[src/rtl/wb_grf_if.sv]
// rtl/wb_grf_if.sv - W-stage writeback and D-stage read port bundle for wb_grf.
interface wb_grf_if;
  logic [31:0] IR_W;
  logic [31:0] PC8_W;
  logic [4:0]  A3_W;
  logic [31:0] AO_W;
  logic [31:0] DR_W;
  logic [2:0]  RES_W;
  logic [4:0]  A1;
  logic [4:0]  A2;
  logic [31:0] RD1;
  logic [31:0] RD2;
  logic [31:0] WD_W;
  logic        WE_W;
  logic [31:0] retire_cnt;

  modport master (
    output IR_W, PC8_W, A3_W, AO_W, DR_W, RES_W, A1, A2,
    input  RD1, RD2, WD_W, WE_W, retire_cnt
  );

  modport slave (
    input  IR_W, PC8_W, A3_W, AO_W, DR_W, RES_W, A1, A2,
    output RD1, RD2, WD_W, WE_W, retire_cnt
  );
endinterface

[src/rtl/wb_grf.sv]
// rtl/wb_grf.sv - writeback stage with 31x32 register file and retire counter.
// Optional write-through of WD_W onto the read ports: define WB_GRF_BYPASS_EN.
module wb_grf (
  input  logic     clk,
  input  logic     reset,
  wb_grf_if.slave  bus
);
  localparam logic [5:0] OP_LB  = 6'h20;
  localparam logic [5:0] OP_LH  = 6'h21;
  localparam logic [5:0] OP_LBU = 6'h24;
  localparam logic [5:0] OP_LHU = 6'h25;

  logic [31:0] regs [1:31];
  logic [31:0] retire_q;
  logic [31:0] load_data;
  logic [7:0]  byte_sel;
  logic [15:0] half_sel;
  logic [31:0] wd;
  logic        we;
  logic [31:0] rd1;
  logic [31:0] rd2;

  always_comb begin
    byte_sel = bus.DR_W[7:0];
    case (bus.AO_W[1:0])
      2'd1:    byte_sel = bus.DR_W[15:8];
      2'd2:    byte_sel = bus.DR_W[23:16];
      2'd3:    byte_sel = bus.DR_W[31:24];
      default: byte_sel = bus.DR_W[7:0];
    endcase
    half_sel = bus.AO_W[1] ? bus.DR_W[31:16] : bus.DR_W[15:0];
    case (bus.IR_W[31:26])
      OP_LB:   load_data = {{24{byte_sel[7]}}, byte_sel};
      OP_LBU:  load_data = {24'd0, byte_sel};
      OP_LH:   load_data = {{16{half_sel[15]}}, half_sel};
      OP_LHU:  load_data = {16'd0, half_sel};
      default: load_data = bus.DR_W;
    endcase
  end

  // Codes 4-7 behave like "none": no data and no write.
  always_comb begin
    wd = '0;
    we = 1'b0;
    case (bus.RES_W)
      3'd1:    wd = bus.AO_W;
      3'd2:    wd = load_data;
      3'd3:    wd = bus.PC8_W;
      default: wd = '0;
    endcase
    if ((bus.RES_W == 3'd1 || bus.RES_W == 3'd2 || bus.RES_W == 3'd3) && bus.A3_W != 5'd0)
      we = 1'b1;
  end

  assign bus.WD_W = wd;
  assign bus.WE_W = we;

  always_ff @(posedge clk or negedge reset) begin
    if (!reset) begin
      for (int i = 1; i < 32; i++)
        regs[i] <= '0;
    end else if (we) begin
      regs[bus.A3_W] <= wd;
    end
  end

  always_ff @(posedge clk or negedge reset) begin
    if (!reset)
      retire_q <= '0;
    else if (|bus.IR_W)
      retire_q <= retire_q + 32'd1;
  end

  assign bus.retire_cnt = retire_q;

  always_comb begin
    rd1 = (bus.A1 == 5'd0) ? 32'd0 : regs[bus.A1];
    rd2 = (bus.A2 == 5'd0) ? 32'd0 : regs[bus.A2];
`ifdef WB_GRF_BYPASS_EN
    if (we && bus.A1 == bus.A3_W)
      rd1 = wd;
    if (we && bus.A2 == bus.A3_W)
      rd2 = wd;
`else
`endif
  end

  assign bus.RD1 = rd1;
  assign bus.RD2 = rd2;
endmodule

[src/flat_wrapper.sv]
// flat-port wrapper written by rule: the top's interface ports become plain ports
module wb_grf_flat 
  (clk, reset, bus_IR_W, bus_PC8_W, bus_A3_W, bus_AO_W, bus_DR_W, bus_RES_W, bus_A1, bus_A2, bus_RD1, bus_RD2, bus_WD_W, bus_WE_W, bus_retire_cnt);
  wb_grf_if bus_i ();
  input  logic clk;
  input  logic reset;
  input wire logic [$bits(bus_i.IR_W)-1:0] bus_IR_W;
  input wire logic [$bits(bus_i.PC8_W)-1:0] bus_PC8_W;
  input wire logic [$bits(bus_i.A3_W)-1:0] bus_A3_W;
  input wire logic [$bits(bus_i.AO_W)-1:0] bus_AO_W;
  input wire logic [$bits(bus_i.DR_W)-1:0] bus_DR_W;
  input wire logic [$bits(bus_i.RES_W)-1:0] bus_RES_W;
  input wire logic [$bits(bus_i.A1)-1:0] bus_A1;
  input wire logic [$bits(bus_i.A2)-1:0] bus_A2;
  output wire logic [$bits(bus_i.RD1)-1:0] bus_RD1;
  output wire logic [$bits(bus_i.RD2)-1:0] bus_RD2;
  output wire logic [$bits(bus_i.WD_W)-1:0] bus_WD_W;
  output wire logic [$bits(bus_i.WE_W)-1:0] bus_WE_W;
  output wire logic [$bits(bus_i.retire_cnt)-1:0] bus_retire_cnt;
  assign bus_i.IR_W = bus_IR_W;
  assign bus_i.PC8_W = bus_PC8_W;
  assign bus_i.A3_W = bus_A3_W;
  assign bus_i.AO_W = bus_AO_W;
  assign bus_i.DR_W = bus_DR_W;
  assign bus_i.RES_W = bus_RES_W;
  assign bus_i.A1 = bus_A1;
  assign bus_i.A2 = bus_A2;
  assign bus_RD1 = bus_i.RD1;
  assign bus_RD2 = bus_i.RD2;
  assign bus_WD_W = bus_i.WD_W;
  assign bus_WE_W = bus_i.WE_W;
  assign bus_retire_cnt = bus_i.retire_cnt;
  wb_grf u_core (.clk(clk), .reset(reset), .bus(bus_i));
endmodule
[config.mk]
export PLATFORM = sky130hd
export DESIGN_NAME = wb_grf_flat
export DESIGN_NICKNAME = d
export VERILOG_FILES = /design/src/rtl/wb_grf_if.sv /design/src/rtl/wb_grf.sv /design/src/flat_wrapper.sv
export SDC_FILE = /design/constraint.sdc
export NUM_CORES = 2
export LEC_CHECK = 0
export CELL_PAD_IN_SITES_DETAIL_PLACEMENT = 0
export CELL_PAD_IN_SITES_GLOBAL_PLACEMENT = 1
export CORE_MARGIN = 10
export CORE_UTILIZATION = 40
export DETAILED_ROUTE_END_ITERATION = 12
export PLACE_DENSITY = 0.68
export SKIP_LAST_GASP = 1
export SLEW_MARGIN = 20
export SYNTH_ARGS = -nofsm -noshare
export SYNTH_HDL_FRONTEND = slang
export SYNTH_SLANG_ARGS = --single-unit
[constraint.sdc]
create_clock -name clk -period 2.5 [get_ports clk]
set_input_delay 0.25 -clock clk [delete_from_list [all_inputs] [get_ports clk]]
set_output_delay 0.25 -clock clk [all_outputs]
set_load 0.05 [all_outputs]
### Word-level counts from Yosys, hierarchy flattened

Index checks and enable logic that the tools add are counted.

* logic and storage cells: 74
* input port bits: 148
* register bits: 1024
* output and inout port bits: 129

* order comparisons: 4
* bitwise gates (word level): 3
* mux-type cells: 16
* add/subtract/negate cells: 1
* eq/ne operators: 10
* reductions and logical operators: 8

Operator list (count)
* bitwise mux 992 bit: 1
* binary-select mux 32 bit (select 5 bit): 2
* two-way mux 32 bit: 7
* demux 32 bit (select 5 bit): 1
* one-hot mux 32 bit (4 select lines): 1
* one-hot mux 32 bit (3 select lines): 1
* adder 32 x 1 -> 32 bit, second input constant: 1
* OR reduction 32 bit: 1
* equality test 6 bit, second input constant: 4
* one-hot mux 8 bit (3 select lines): 1
* >= comparator 6 bit, second input constant: 3
* NOT 5 -> 6 bit: 3
* two-way mux 16 bit: 1
* logical NOT 5 bit: 2
* equality test 3 x 2 -> 1 bit, second input constant: 2
* less-than comparator 6 x 1 -> 1 bit, second input constant: 1
* nonzero test 5 bit: 1
* equality test 2 bit, second input constant: 2
* equality test 3 x 1 -> 1 bit, second input constant: 1
* equality test 2 x 1 -> 1 bit, second input constant: 1
* logical AND 1 bit: 2
* logical OR 1 bit: 2
* two-way mux 1 bit: 1

### Logic depth before layout (Yosys ltp)

* depth in word-level cells: 6
* gate-level depth with buffers: 9
* gate-level depth less buffers: 6

### Worst setup path after synthesis

OpenSTA, ideal clock, no wires.

* path kind: input-to-output
* from: input bus_A2[0]
* to: output bus_RD2[11]
* data arrival time: 2.710 ns
* required time: 2.250 ns
* stages on the path: 9
* buffers on the path: 5
* path slack: -0.460 ns
* cell sequence: buf_2 -> buf_4 -> buf_4 -> buf_4 -> clkbuf_1 -> a22oi_1 -> o221ai_1 -> nand2_1 -> o21ai_0

* longest elaborated chain between the ends: 5

RTL lines
* start: declaration: RTL line flat_wrapper.sv:14 `input wire logic [$bits(bus_i.A2)-1:0] bus_A2;`
* NOT 5 -> 6 bit (not written as such): RTL line wb_grf.sv:78 `rd2 = (bus.A2 == 5'd0) ? 32'd0 : regs[bus.A2];`
* binary-select mux 32 bit (select 5 bit): RTL line wb_grf.sv:78
* two-way mux 32 bit (not written as such) (2 in a row): RTL line wb_grf.sv:78
* two-way mux 32 bit (*): RTL line wb_grf.sv:78
* end: declaration: RTL line flat_wrapper.sv:16 `output wire logic [$bits(bus_i.RD2)-1:0] bus_RD2;`

Every way passes the cells marked *; elsewhere a longest branch is shown, timed or not. The select of a mux whose other input is x is not followed.

### Worst setup path after layout

* from: register u_core.regs[629] in the netlist's numbering
* to: output bus_RD1[21]

* longest elaborated chain between the ends: 4

RTL lines
* start: declaration: RTL line wb_grf.sv:13 `logic [31:0] regs [1:31];`
* start signal: indexed assignment: RTL line wb_grf.sv:63 `regs[bus.A3_W] <= wd;`
* binary-select mux 32 bit (select 5 bit): RTL line wb_grf.sv:77 `rd1 = (bus.A1 == 5'd0) ? 32'd0 : regs[bus.A1];`
* two-way mux 32 bit (not written as such) (2 in a row): RTL line wb_grf.sv:77
* two-way mux 32 bit: RTL line wb_grf.sv:77
* end: declaration: RTL line flat_wrapper.sv:15 `output wire logic [$bits(bus_i.RD1)-1:0] bus_RD1;`

Every way passes these cells. The select of a mux whose other input is x is not followed.

==> impl_metrics.tcl <==
set metrics [dict create \
    result_of_the_run "complete, but fails checks" \
    violations_in_the_final_reports "setup timing" \
    design.final.nets 5797 \
    pwr_cell_area_nw_per_um2 797 \
    max_freq_mhz 366 \
    fin_hold_ws_ns 0.447 \
    critPathLaunchType "register" \
    grt_pass1_vias 45664 \
    grt_util_all_layers_pct 29.4 \
    finalWirelength_um 230000 \
    tritoncts "yes" \
    cell_breakdown_of_the_critical_path "mux4_2 -> mux2i_1 -> nand2_1 -> o31ai_2 -> o21ai_1 -> buf_4 -> buf_12" \
    proportion_of_power_drawn_by_combinational_gates_pct 26.6 \
    yosys-top-cells-area "sky130_fd_sc_hd__dfrtp_1, sky130_fd_sc_hd__mux4_2, sky130_fd_sc_hd__a21oi_1" \
    p_clk_share_pct 32.9 \
    synth-seq-area-share_pct 46.6 \
    grt_pass1_wl_um 327000 \
    syn-num-nets 5318 \
    design.core.area_um2 136000 \
    power.share.switching_pct 31.1 \
    synth_warnings 0 \
    vias 46362 \
    worst_path_max_delay_cell "sky130_fd_sc_hd__mux4_2" \
    cts.sinks 1024 \
    synth-main-ff-cell "sky130_fd_sc_hd__dfrtp_1" \
    p_int_mw 39.1 \
    final_period_minus_worst_setup_slack_ns 2.73 \
    power.net_switching_mw 17.6 \
    syn_area_um2 55000 \
    worst_min_path_class "input port to register" \
    netlist.top_cell.by_area "sky130_fd_sc_hd__dfrtp_1" \
    synth-async-reset-ratio_pct 100 \
    buffer_ports.inserted 276 \
    die_w_um 391 \
    clock_skew_ns 0.00948 \
    place_hpwl_um 151000 \
    floorplan.initialDensity_pct 40.4 \
    detailedPlace.worstSlack_ns -0.774 \
    final.fill_count 11993 \
    most_frequent_cells_in_the_layout "sky130_fd_sc_hd__dfrtp_1, sky130_fd_sc_hd__a21oi_1, sky130_fd_sc_hd__nor2_1" \
    critical-path-top-delay-family "multiplexers" \
    worst-endpoint-arrival_ns 2.48 \
    detailroute.wirelength.met3_um 24100 \
    min_period_over_period_pct 109 \
    critPathMaxStageDelay_ns 0.47 \
    dieHeight_um 391 \
    detail_route.wirelength.met1_um 94400 \
    setup_viol 62 \
    synthToLayoutAreaGrowth_pct 29.3 \
    finish.utilization_pct 52.3 \
    crit_buf_inv 2 \
    final_layout_size_suffix_gt1_share_pct 28.8 \
    cts-htree-levels 3 \
    ant_nets 0 \
    final_common_cell "sky130_fd_sc_hd__dfrtp_1" \
    final_critical_path_setup_slack_ns -0.233 \
    clockRootBuffer "sky130_fd_sc_hd__clkbuf_16" \
    tightest_slew_ns 1.25 \
    leakage_nw 30.1 \
    max-vdd-ir-drop_mv 0.616 \
    path_type_of_the_worst_setup_path "register to output pin" \
    final-hold-violation-count 0 \
    syn_avg_cell_area_um2 10.6 \
    num_io_pins 277 \
    worstPathRequired_ns 2.25 \
    initialDrtViolationCount 4970 \
    crit_path_max_fanout 3 \
    fp.dieArea_um2 153000 \
    worst_setup_hold_path_clk_slew_ns 0.06 \
    post_layout_nonfiller_instances 7530 \
    drc 0 \
    unrepaired_setup_endpoints_after_global_routing "yes" \
    routed-wl-met2_um 102000 \
    gr-total-overflow 0 \
    pin_count_of_the_biggest_net_entering_global_routing 114 \
    topRoutingLayerUsed "met5" \
    numCtsBuffers 116 \
    synth.top_cell.area_share_pct 46.6 \
    endpoint_kind "output pin" \
    synthCells 5169 \
    synth-edff-count 0 \
    vias_per_cell 6.16 \
    antenna_found_initial 5 \
    drv_slew 0 \
    max-slew-margin-rel_pct 16.3 \
    clk_latency_ns 0.75 \
    numPlacedInstances 7233 \
    row_count 135 \
    max-clock-path-buffers 3 \
    synth.ff_latch_count 1024 \
    post_drt_wl_per_cell_um 30.6 \
    timing.max_cap.violations 0 \
    synth_cell_types 57 \
    sequentialPowerShare_pct 40.5 \
    routabilityCongestion 0.961 \
    drt_first_pass_iters 6 \
]
[path summary, 6_finish.rpt]
path                                      startpoint                   endpoint  slack, ns  cells past startpoint
max                                 u_core.regs[629]                bus_RD1[21]      -0.23                      7
min                                     bus_PC8_W[0]           u_core.regs[544]       0.45                      4
max reg2reg                 u_core.bus.retire_cnt[6]  u_core.bus.retire_cnt[29]       0.39                      5
min reg2reg                u_core.bus.retire_cnt[11]  u_core.bus.retire_cnt[11]       0.49                      1
max in group asynchronous                      reset           u_core.regs[606]       0.78                      4
min in group asynchronous                      reset           u_core.regs[991]       0.55                      3
[area by class of cell]
class | instances | area (µm²) | area share, %
tap | 1781 | 2230 | 3.13
multi-input combinational | 3599 | 28400 | 40.0
clock inverter | 59 | 806 | 1.13
timing repair buffer | 870 | 10500 | 14.8
antenna | 2 | 5.00 | 0.00704
clock buffer | 158 | 3340 | 4.70
inverter | 37 | 144 | 0.202
sequential | 1024 | 25600 | 36.0
[synthesized netlist by cell type (5+ instances only)]
| cell type | count |
|---|---|
| sky130_fd_sc_hd__a211oi_1 | 7 |
| sky130_fd_sc_hd__a21oi_1 | 1024 |
| sky130_fd_sc_hd__a21oi_2 | 7 |
| sky130_fd_sc_hd__a21oi_4 | 10 |
| sky130_fd_sc_hd__a221oi_2 | 9 |
| sky130_fd_sc_hd__a22o_1 | 144 |
| sky130_fd_sc_hd__a22oi_1 | 70 |
| sky130_fd_sc_hd__and3b_1 | 7 |
| sky130_fd_sc_hd__buf_1 | 44 |
| sky130_fd_sc_hd__buf_2 | 120 |
| sky130_fd_sc_hd__buf_4 | 33 |
| sky130_fd_sc_hd__clkbuf_1 | 310 |
| sky130_fd_sc_hd__dfrtp_1 | 1024 |
| sky130_fd_sc_hd__inv_1 | 36 |
| sky130_fd_sc_hd__mux2_2 | 104 |
| sky130_fd_sc_hd__mux2i_1 | 273 |
| sky130_fd_sc_hd__mux4_2 | 386 |
| sky130_fd_sc_hd__nand2_1 | 132 |
| sky130_fd_sc_hd__nand2b_1 | 10 |
| sky130_fd_sc_hd__nand3_1 | 15 |
| sky130_fd_sc_hd__nand4_1 | 8 |
| sky130_fd_sc_hd__nor2_1 | 981 |
| sky130_fd_sc_hd__nor2_2 | 8 |
| sky130_fd_sc_hd__nor2b_1 | 12 |
| sky130_fd_sc_hd__nor3_1 | 28 |
| sky130_fd_sc_hd__nor3_2 | 5 |
| sky130_fd_sc_hd__nor4_1 | 13 |
| sky130_fd_sc_hd__o21a_1 | 12 |
| sky130_fd_sc_hd__o21ai_0 | 160 |
| sky130_fd_sc_hd__o21bai_1 | 17 |
| sky130_fd_sc_hd__o221ai_1 | 32 |
| sky130_fd_sc_hd__o22ai_1 | 33 |
| sky130_fd_sc_hd__o31ai_1 | 33 |
| sky130_fd_sc_hd__xnor2_1 | 6 |
| sky130_fd_sc_hd__xor2_1 | 25 |
[state kept, by name, summed over array words and instances, names as in the netlist]
signal	cells
u_core.bus.retire_cnt	32
u_core.regs	992
[worst min-delay path: stages]
cell,delay [ns]
sky130_fd_sc_hd__clkdlybuf4s50_1,0.46
sky130_fd_sc_hd__a22oi_1,0.09
sky130_fd_sc_hd__o21a_2,0.20
sky130_fd_sc_hd__a21oi_1,0.13
[power groups by stage]
stage / clock network (mW) / registers (mW) / logic (mW)
3_5_place_dp: 0 / 23.1 / 14.2
3_3_place_gp: 0 / 22.9 / 13.9
6_report: 18.7 / 22.9 / 15.1
2_1_floorplan: 0 / 22.2 / 9.46
5_1_grt: 19.5 / 23.4 / 16.2
4_1_cts: 18.8 / 22.8 / 14.8
[kinds of logic after synthesis]
| kind of cell | share of synthesized area (%) |
|---|---|
| AOI/OAI and AO/OA | 16.6 |
| DFF | 46.6 |
| buffers and inverters | 4.25 |
| adders and majority gates | 0.0228 |
| muxes | 22.9 |
| xor gates and xnor gates | 0.494 |
| and+or+nand+nor | 9.09 |
[metal layers]
metal | up-vias | track usage (%)
li1 | 19854 | -
met5 | - | 1.00
met1 | 23736 | 39.4
met2 | 2288 | 44.6
met3 | 482 | 8.66
met4 | 2 | 11.4
[repair_timing]
item / 4_1_cts / 5_1_grt
setup buffers: 52 / 25
pin swaps: 113 / 42
hold buffers: 3 / 0
endpoints found under the setup margin: 96 / 93
gates resized for setup: 275 / 56
endpoints found under the hold margin: 554 / 0
cloned: 0 / 2
[per-stage QoR]
stage               power, mW  cell area [µm²]  setup TNS (ns)
finish                   56.7            71100           -6.46
global route             59.1            71100           -8.94
detailed placement       37.3            65200         -508.35
CTS                      56.5            70700           -7.36
global placement         36.8            65200         -494.30
floorplan                31.7            55000         -0.0836
Note: power is estimated with default switching activity, not from simulation.
